<file path="src/rtl/hazard_ctrl.sv">
// -----------------------------------------------------------------------------
// hazard_ctrl
// Pipeline hazard controller for the 5-stage MIPS core.
//
// Purpose:
//   - Resolves load-use and HI/LO (mult/div busy) hazards by stalling IF/ID and
//     injecting a bubble into ID/EX.
//   - Flushes IF/ID and ID/EX on a taken branch/jump resolved in EX.
//   - Selects EX operand forwarding sources (MEM has priority over WB).
//   - Sequences the multi-cycle mult/div unit with a busy down-counter.
//   - Keeps a saturating count of stalled cycles for performance debug.
//
// Ports:
//   clk, rst_n                 clock (rising edge), async active-low reset
//   rs_D, rt_D, uses_rt_D      source fields / rt-usage of the ID instruction
//   hilo_use_D                 ID instruction needs the HI/LO unit
//   rs_E, rt_E                 source fields of the EX instruction
//   mem_read_E                 EX instruction is a load
//   md_start_E                 EX instruction starts mult/div
//   branch_taken_E             EX branch/jump resolved taken
//   wreg_M, reg_write_M        MEM destination and write enable
//   wreg_W, reg_write_W        WB destination and write enable
//   stall_F, stall_D           hold PC / hold IF/ID
//   flush_D, flush_E           bubble IF/ID / bubble ID/EX
//   fwd_a_E, fwd_b_E           operand selects: 00 regfile, 01 WB, 10 MEM
//   md_busy, md_done           mult/div busy level / completion pulse
//   stall_cnt                  saturating stalled-cycle counter
// -----------------------------------------------------------------------------
module hazard_ctrl #(
  parameter int MD_LAT = 32,
  parameter int CNT_W  = 16
) (
  input  logic             clk,
  input  logic             rst_n,
  input  logic [4:0]       rs_D,
  input  logic [4:0]       rt_D,
  input  logic             uses_rt_D,
  input  logic             hilo_use_D,
  input  logic [4:0]       rs_E,
  input  logic [4:0]       rt_E,
  input  logic             mem_read_E,
  input  logic             md_start_E,
  input  logic             branch_taken_E,
  input  logic [4:0]       wreg_M,
  input  logic             reg_write_M,
  input  logic [4:0]       wreg_W,
  input  logic             reg_write_W,
  output logic             stall_F,
  output logic             stall_D,
  output logic             flush_D,
  output logic             flush_E,
  output logic [1:0]       fwd_a_E,
  output logic [1:0]       fwd_b_E,
  output logic             md_busy,
  output logic             md_done,
  output logic [CNT_W-1:0] stall_cnt
);

  localparam int MD_W = $clog2(MD_LAT + 1);
  localparam logic [MD_W-1:0]  MD_LOAD = MD_W'(MD_LAT);
  localparam logic [CNT_W-1:0] CNT_MAX = {CNT_W{1'b1}};

  localparam logic [1:0] FWD_RF  = 2'b00;
  localparam logic [1:0] FWD_WB  = 2'b01;
  localparam logic [1:0] FWD_MEM = 2'b10;

  logic [MD_W-1:0]  md_cnt_q, md_cnt_d;
  logic             md_done_q, md_done_d;
  logic [CNT_W-1:0] stall_cnt_q, stall_cnt_d;

  logic lu_s;
  logic mh_s;

  // Forwarding source select for one EX operand; register 0 never forwards.
  function automatic logic [1:0] fwd_sel(
    input logic [4:0] src,
    input logic       wr_m,
    input logic [4:0] dst_m,
    input logic       wr_w,
    input logic [4:0] dst_w
  );
    logic [1:0] sel;
    if (wr_m && (dst_m != 5'd0) && (dst_m == src)) begin
      sel = FWD_MEM;
    end else if (wr_w && (dst_w != 5'd0) && (dst_w == src)) begin
      sel = FWD_WB;
    end else begin
      sel = FWD_RF;
    end
    return sel;
  endfunction

  // Operand forwarding selects.
  always_comb begin
    fwd_a_E = fwd_sel(rs_E, reg_write_M, wreg_M, reg_write_W, wreg_W);
    fwd_b_E = fwd_sel(rt_E, reg_write_M, wreg_M, reg_write_W, wreg_W);
  end

  // Hazard detection: load-use and HI/LO access while the unit is busy.
  always_comb begin
    md_busy = (md_cnt_q != {MD_W{1'b0}});
    lu_s    = mem_read_E && (rt_E != 5'd0) &&
              ((rt_E == rs_D) || (uses_rt_D && (rt_E == rt_D)));
    mh_s    = hilo_use_D && md_busy;
  end

  // Stall/flush priority: a taken branch beats any stall so the redirect
  // fetches the target instead of holding the wrong-path instruction.
  always_comb begin
    stall_F = 1'b0;
    stall_D = 1'b0;
    flush_D = 1'b0;
    flush_E = 1'b0;
    if (branch_taken_E) begin
      flush_D = 1'b1;
      flush_E = 1'b1;
    end else if (mh_s || lu_s) begin
      stall_F = 1'b1;
      stall_D = 1'b1;
      flush_E = 1'b1;
    end else begin
      stall_F = 1'b0;
      stall_D = 1'b0;
    end
  end

  // Mult/div counter next state; a start while busy is ignored because the
  // HI/LO hazard keeps a second mult/div from reaching EX.
  always_comb begin
    md_cnt_d  = md_cnt_q;
    md_done_d = 1'b0;
    if (md_cnt_q == {MD_W{1'b0}}) begin
      if (md_start_E) begin
        md_cnt_d = MD_LOAD;
      end else begin
        md_cnt_d = md_cnt_q;
      end
    end else begin
      md_cnt_d  = md_cnt_q - MD_W'(1);
      md_done_d = (md_cnt_q == MD_W'(1));
    end
  end

  // Saturating stalled-cycle counter next state.
  always_comb begin
    stall_cnt_d = stall_cnt_q;
    if (stall_D && (stall_cnt_q != CNT_MAX)) begin
      stall_cnt_d = stall_cnt_q + CNT_W'(1);
    end else begin
      stall_cnt_d = stall_cnt_q;
    end
  end

  // State registers; reset aborts any mult/div operation without a done pulse.
  always_ff @(posedge clk or negedge rst_n) begin
    if (!rst_n) begin
      md_cnt_q    <= {MD_W{1'b0}};
      md_done_q   <= 1'b0;
      stall_cnt_q <= {CNT_W{1'b0}};
    end else begin
      md_cnt_q    <= md_cnt_d;
      md_done_q   <= md_done_d;
      stall_cnt_q <= stall_cnt_d;
    end
  end

  assign md_done   = md_done_q;
  assign stall_cnt = stall_cnt_q;

endmodule

</file>
<file path="config.mk">
export PLATFORM = sky130hd
export DESIGN_NAME = hazard_ctrl
export DESIGN_NICKNAME = d
export VERILOG_FILES = /design/src/rtl/hazard_ctrl.sv
export SDC_FILE = /design/constraint.sdc
export NUM_CORES = 1
export LEC_CHECK = 0
export CORE_ASPECT_RATIO = 1.2
export CORE_MARGIN = 4
export CORE_UTILIZATION = 47
export CTS_CLUSTER_SIZE = 28
export DETAILED_ROUTE_END_ITERATION = 10
export PLACE_DENSITY_LB_ADDON = 0.1
export SYNTH_ARGS = -nofsm -noshare
export SYNTH_HDL_FRONTEND = slang
export SYNTH_SLANG_ARGS = --single-unit
</file>
<file path="constraint.sdc">
create_clock -name clk -period 3.2 [get_ports clk]
set_input_delay 0.64 -clock clk [delete_from_list [all_inputs] [get_ports clk]]
set_output_delay 0.64 -clock clk [all_outputs]
set_load 0.01 [all_outputs]
</file>
# After elaboration in Yosys (flattened, before gate mapping)
# Cells that the tools add are included.
# W data, S select, Z words.
[word_totals]
reg_bits = 23
latch_bits = 0
mem_bits_rw = 0
rom_bits = 0
inputBits = 39
output_inout_bits = 26
wordCells = 43
mem_count = 0
[classes]
n_addsub = 2
multipliers = 0
n_div = 0
order_cmp = 0
eq_ne = 9
shift = 0
mux = 11
n_bitwise = 0
reduce_logical = 18
[op_table]
columns = ["cell", "count"]
rows = [
  ["$eq A5 B5 Y1", 6],
  ["$add A16 B1 Y16 const B", 1],
  ["$ne A16 B16 Y1 const B", 1],
  ["$reduce_bool A5 Y1", 3],
  ["$mux W6", 2],
  ["$logic_and A1 B1 Y1", 11],
  ["$mux W1", 7],
  ["$eq A6 B1 Y1 const B", 1],
  ["$logic_not A6 Y1", 1],
  ["$reduce_bool A6 Y1", 1],
  ["$sub A6 B1 Y6 const B", 1],
  ["$mux W2", 2],
  ["$logic_or A1 B1 Y1", 2],
  ["$ne A2 B2 Y1 const B", 1],
]

# Longest topological paths before layout
[depth]
depth_word = 8
ltp_mapped = 8

# Worst setup path before layout
# Ideal clock, no wire load.
[synth_path]
path_kind = "input-to-output"
startpoint = "in rt_E[2]"
endpoint = "out stall_F"
t_arrival_ns = 2.033
required_ns = 2.560
path_slack_ns = 0.527
path_stages = 8
path_buffers = 3
cell_sequence = "buf_2 -> or4_4 -> o21ai_2 -> inv_1 -> a21boi_2 -> buf_6 -> nor2_1 -> buf_4"
[synth_between]
elab_chain_cells = 7
elab_cells_between_ends = 10
classes_between = "2 x eq/ne; 2 x mux; 6 x reduce/logical"
[synth_rtl]
columns = ["item", "line_no", "source"]
rows = [
  ["start: declaration", "40", "input logic [4:0] rt_E,"],
  ["$eq A5 B5 Y1", "103", "((rt_E == rs_D) || (uses_rt_D && (rt_E == rt_D)));"],
  ["$logic_and A1 B1 Y1", "103", ""],
  ["$logic_or A1 B1 Y1", "103", ""],
  ["$logic_and A1 B1 Y1 (*)", "102", "lu_s = mem_read_E && (rt_E != 5'd0) &&"],
  ["$logic_or A1 B1 Y1 (*)", "117", "end else if (mh_s || lu_s) begin"],
  ["$mux W1 (*) (2 in a row)", "-", ""],
  ["end: declaration", "48", "output logic stall_F,"],
]
# Every way passes the cells marked *; elsewhere a longest branch is shown, timed or not.

# Final worst setup path
[layout_path]
startpoint = "in rs_E[4]"
endpoint = "out fwd_a_E[1]"
[layout_between]
elab_chain_cells = 3
[layout_rtl]
columns = ["item", "line_no", "source"]
rows = [
  ["start: declaration", "39", "input logic [4:0] rs_E,"],
  ["$eq A5 B5 Y1", "83", "if (wr_m && (dst_m != 5'd0) && (dst_m == src)) begin"],
  ["$logic_and A1 B1 Y1", "83", ""],
  ["$mux W2", "83", ""],
  ["end: declaration", "52", "output logic [1:0] fwd_a_E,"],
]
# No other way between the ends.

==> run metrics <==
gpl congestion=between 0.8 and 0.9; Cells after DPL=283; CTS Sinks=23; cell family with most CP delay=buffers and inverters; Hold Path Origin=stall_cnt[8]; WL final=approximately 4000 um; Synth Area in Simple Gates=25.13%; Critical Path RT=2.56 ns; Syn Area/Cell=9.723 um^2; final antenna-violating net count=0; Finish-stage setup viols=0; Switch Pwr=just over 400 uW; # rows=23; Slowest-stage cell, CP=clkdlybuf4s50_1; P_int=760.0 uW; final non-filler cell total=288; Tcrit/Tclk final=96.96%; CP arrival=2.46 ns; Die W=around 62 um; Fmax achieved=322.3 MHz; Hold Path Class=reg2reg; Max-slew headroom=34.22%; n_diodes=0; Vias=1544; RSZ-0062 raised after global routing=yes; die height=roughly 73 um; final hold violations=0; Leakage=~0.0011 uW; initial antenna violation count=0; xor/xnor share of the synthesized area=between 20 and 25%; r2r startpoint=md_cnt_q[3]; Vias/cell=between 5 and 6; CP endpoint kind=output port; Pwr Total=1163 uW; Max-Cap Viols=0; Overflow after GRT=0; H-tree depth=1; drt pass-1 iters=4; Post-Syn Area=1653 um^2; Area Overhead vs Synth=51.48%; fill cell count=260; Setup crit start kind=input pin; WL per Instance=roughly 14 um; sequence of cells on the critical path=clkdlybuf4s50_1 > buf_4 > xnor2_1 > nand3_1 > nor4_2 > buf_4 > clkdlybuf4s50_1; R2R Setup Slk=0.96 ns; Clock Power Share=approximately 15%; largest net degree at the start of global routing=24; dpl hpwl=between 3000 and 4000 um; CTS tree=yes; WP buf/inv=4; Reg clk slew, reported paths=0.08 ns; R2R cell count=7; Mapped Nets=212; number of synthesized register bits=23; root buf cell=clkbuf_8; clock latency on the worst-skew pair=0.26 ns; worst hold path depth=1; Slew Limit Fails=0; Sw Share=34.67%; Max VDD drop=between 0.4 and 0.5 mV; global-route met3 utilization=3.544%; gr usage total=18.55%; Ys Warns=0; Die ar.=4533 um^2; fraction of layout cells with a size suffix above 1=17.53%; CP Max Fanout=2; Combinational Power Share=44.2%; vias in the first global route=1660; Most Used Layer, Global Route=met2; kind of critical path=in2out; I/O Buffers=64; Hold Crit Endpoint=stall_cnt[8]; Starting Density=49.09%; mux contribution to synthesized area=2.195%; status=complete, no violations; first-pass GRT wire length=6982 um; main combinational cell family by area after synthesis=simple AND/OR/NAND/NOR gates; CTS Buf Count=3; IO Count=65; Synth Area in Compound Gates=5.148%; Largest stage delay, worst path=0.53 ns; CTS Hold Bufs=0; 1st-iter DRT viols=37; met2 GRT Util=34.91%; Synth cell types=39; Final Skew=0.005213 ns; WHS=0.5006 ns; Clock Tree Buf Depth=2; min Tclk post-route=3.103 ns; final core occ=about three quarters; met1 usage=between 20% and 30%; Cells after Synth=170; Power Density=464.7 nW/um^2; worst-margin pin slew=0.9836 ns; FF-to-FF End=stall_cnt[1]; detailed-route DRC error count=0; core box area=3367 um^2; NumNets Final=between 200 and 300; Synth Area in Adders=2.271%; sequential-to-total area share from yosys stat=about a third; Seq pwr share=41.1%
[flip-flops by register name, summed over array words and instances (netlist names)]
register / flops
md_done: 1
stall_cnt: 16
md_cnt_q: 6
[synthesized netlist by cell type]
library cell	count	share of area, %
mux2i_1	1	0.61
clkbuf_1	2	0.45
nor4_2	1	0.76
inv_1	7	1.6
or3_1	2	0.76
nor4b_1	3	1.6
a21oi_2	1	0.53
nand2b_1	2	0.76
ha_1	3	2.3
or4b_2	1	0.61
nor3_2	1	0.61
o21ai_0	4	1.2
nor4_1	8	3.0
nor3_1	5	1.5
buf_4	2	0.91
nor4b_2	2	1.8
a21oi_1	3	0.91
buf_2	4	1.2
and3_1	1	0.38
o22ai_2	1	0.76
nand3_2	1	0.61
nand2_1	10	2.3
a21boi_2	1	0.68
nand4_1	5	1.9
xnor2_1	20	11
mux2_4	1	0.91
or4_1	4	1.8
xor2_1	27	14
dfrtp_1	23	35
buf_6	2	1.4
mux2_2	1	0.68
nand3_1	6	1.8
or4_4	1	0.68
and2_1	1	0.38
nor4_4	1	1.3
or2_2	2	0.76
o21ai_2	1	0.53
nor2_1	8	1.8
o2111ai_1	1	0.53
[cell type report]
| class | instances | area [um^2] | share of cell area, % |
|---|---|---|---|
| multi-input cells | 130 | 996.0 | 39.78 |
| well taps | 37 | 46.29 | 1.849 |
| inverters | 7 | 26.28 | 1.049 |
| clock buffers | 4 | 45.04 | 1.799 |
| flip-flops and latches | 23 | 575.6 | 22.99 |
| repair buffers | 87 | 814.5 | 32.53 |
[logic make-up after synthesis]
kind of cell,after synthesis
AO/OA/AOI/OAI,12
AND/OR/NAND/NOR,65
adder cells (fa/ha/maj),3
flip-flops,23
buffers and inverters,17
XOR/XNOR,47
multiplexers,3
[per-stage QoR]
stage	TNS, ns	cell area [um^2]	setup WS [ns]
after detailed placement	-0.7462	2440	-0.3094
after floorplan	0	1653	0.5271
after global placement	-0.5728	2440	-0.2358
final	0	2504	0.09715
after global routing	-0.03406	2504	-0.02959
after CTS	0	2479	0.005917
[worst register-to-register path: stages (launching register included)]
cell and delay, ns:
dfrtp_1 0.43, or3_1 0.45, o21ai_0 0.32, a21boi_2 0.25, buf_4 0.13, buf_4 0.17, nor3_2 0.08, mux2_4 0.31
[power groups by stage]
stage	sequential, uW	combinational, uW	clock (uW)
after floorplan	485	265	0
after global placement	475	495	0
after detailed placement	484	513	0
after CTS	479	516	177
after global routing	494	566	191
final	478	514	172
[cell usage in the layout, fill, tap and decap left out, drive strengths merged, types with 2 or more instances in the layout]
cell type / count
o21ai: 5
nor3: 6
or3: 2
or2: 2
a21oi: 4
dlygate4sd2: 3
nand4: 5
clkdlybuf4s50: 57
mux2: 2
nand3: 7
xnor2: 20
dfrtp: 23
clkdlybuf4s15: 2
nand2: 10
nor4b: 5
xor2: 27
nor4: 10
dlymetal6s2s: 2
or4: 5
nand2b: 2
ha: 3
buf: 23
clkbuf: 4
inv: 7
nor2: 8
[what timing repair did]
action,in CTS,in global routing
setup endpoints to repair,5,4
resized for setup,6,6
pin swaps,0,1
setup buffers,0,1
[worst max path at each step]
stage | start | end | depth (start not counted)
2_1_floorplan | rt_E[2] | stall_F | 8
3_3_place_gp | wreg_M[1] | fwd_b_E[0] | 6
3_5_place_dp | wreg_M[1] | fwd_a_E[0] | 6
4_1_cts | rt_E[2] | flush_E | 7
5_1_grt | wreg_M[3] | fwd_a_E[1] | 7
6_report | rs_E[4] | fwd_a_E[1] | 7
[routing by layer]
layer  part of all wire, %  up-vias
li1                      -      751
met1                    40      723
met5                     0        -
met2                    52       62
met4                   2.1        0
met3                   6.5        8
No activity file was read; power rests on OpenSTA's default activity.
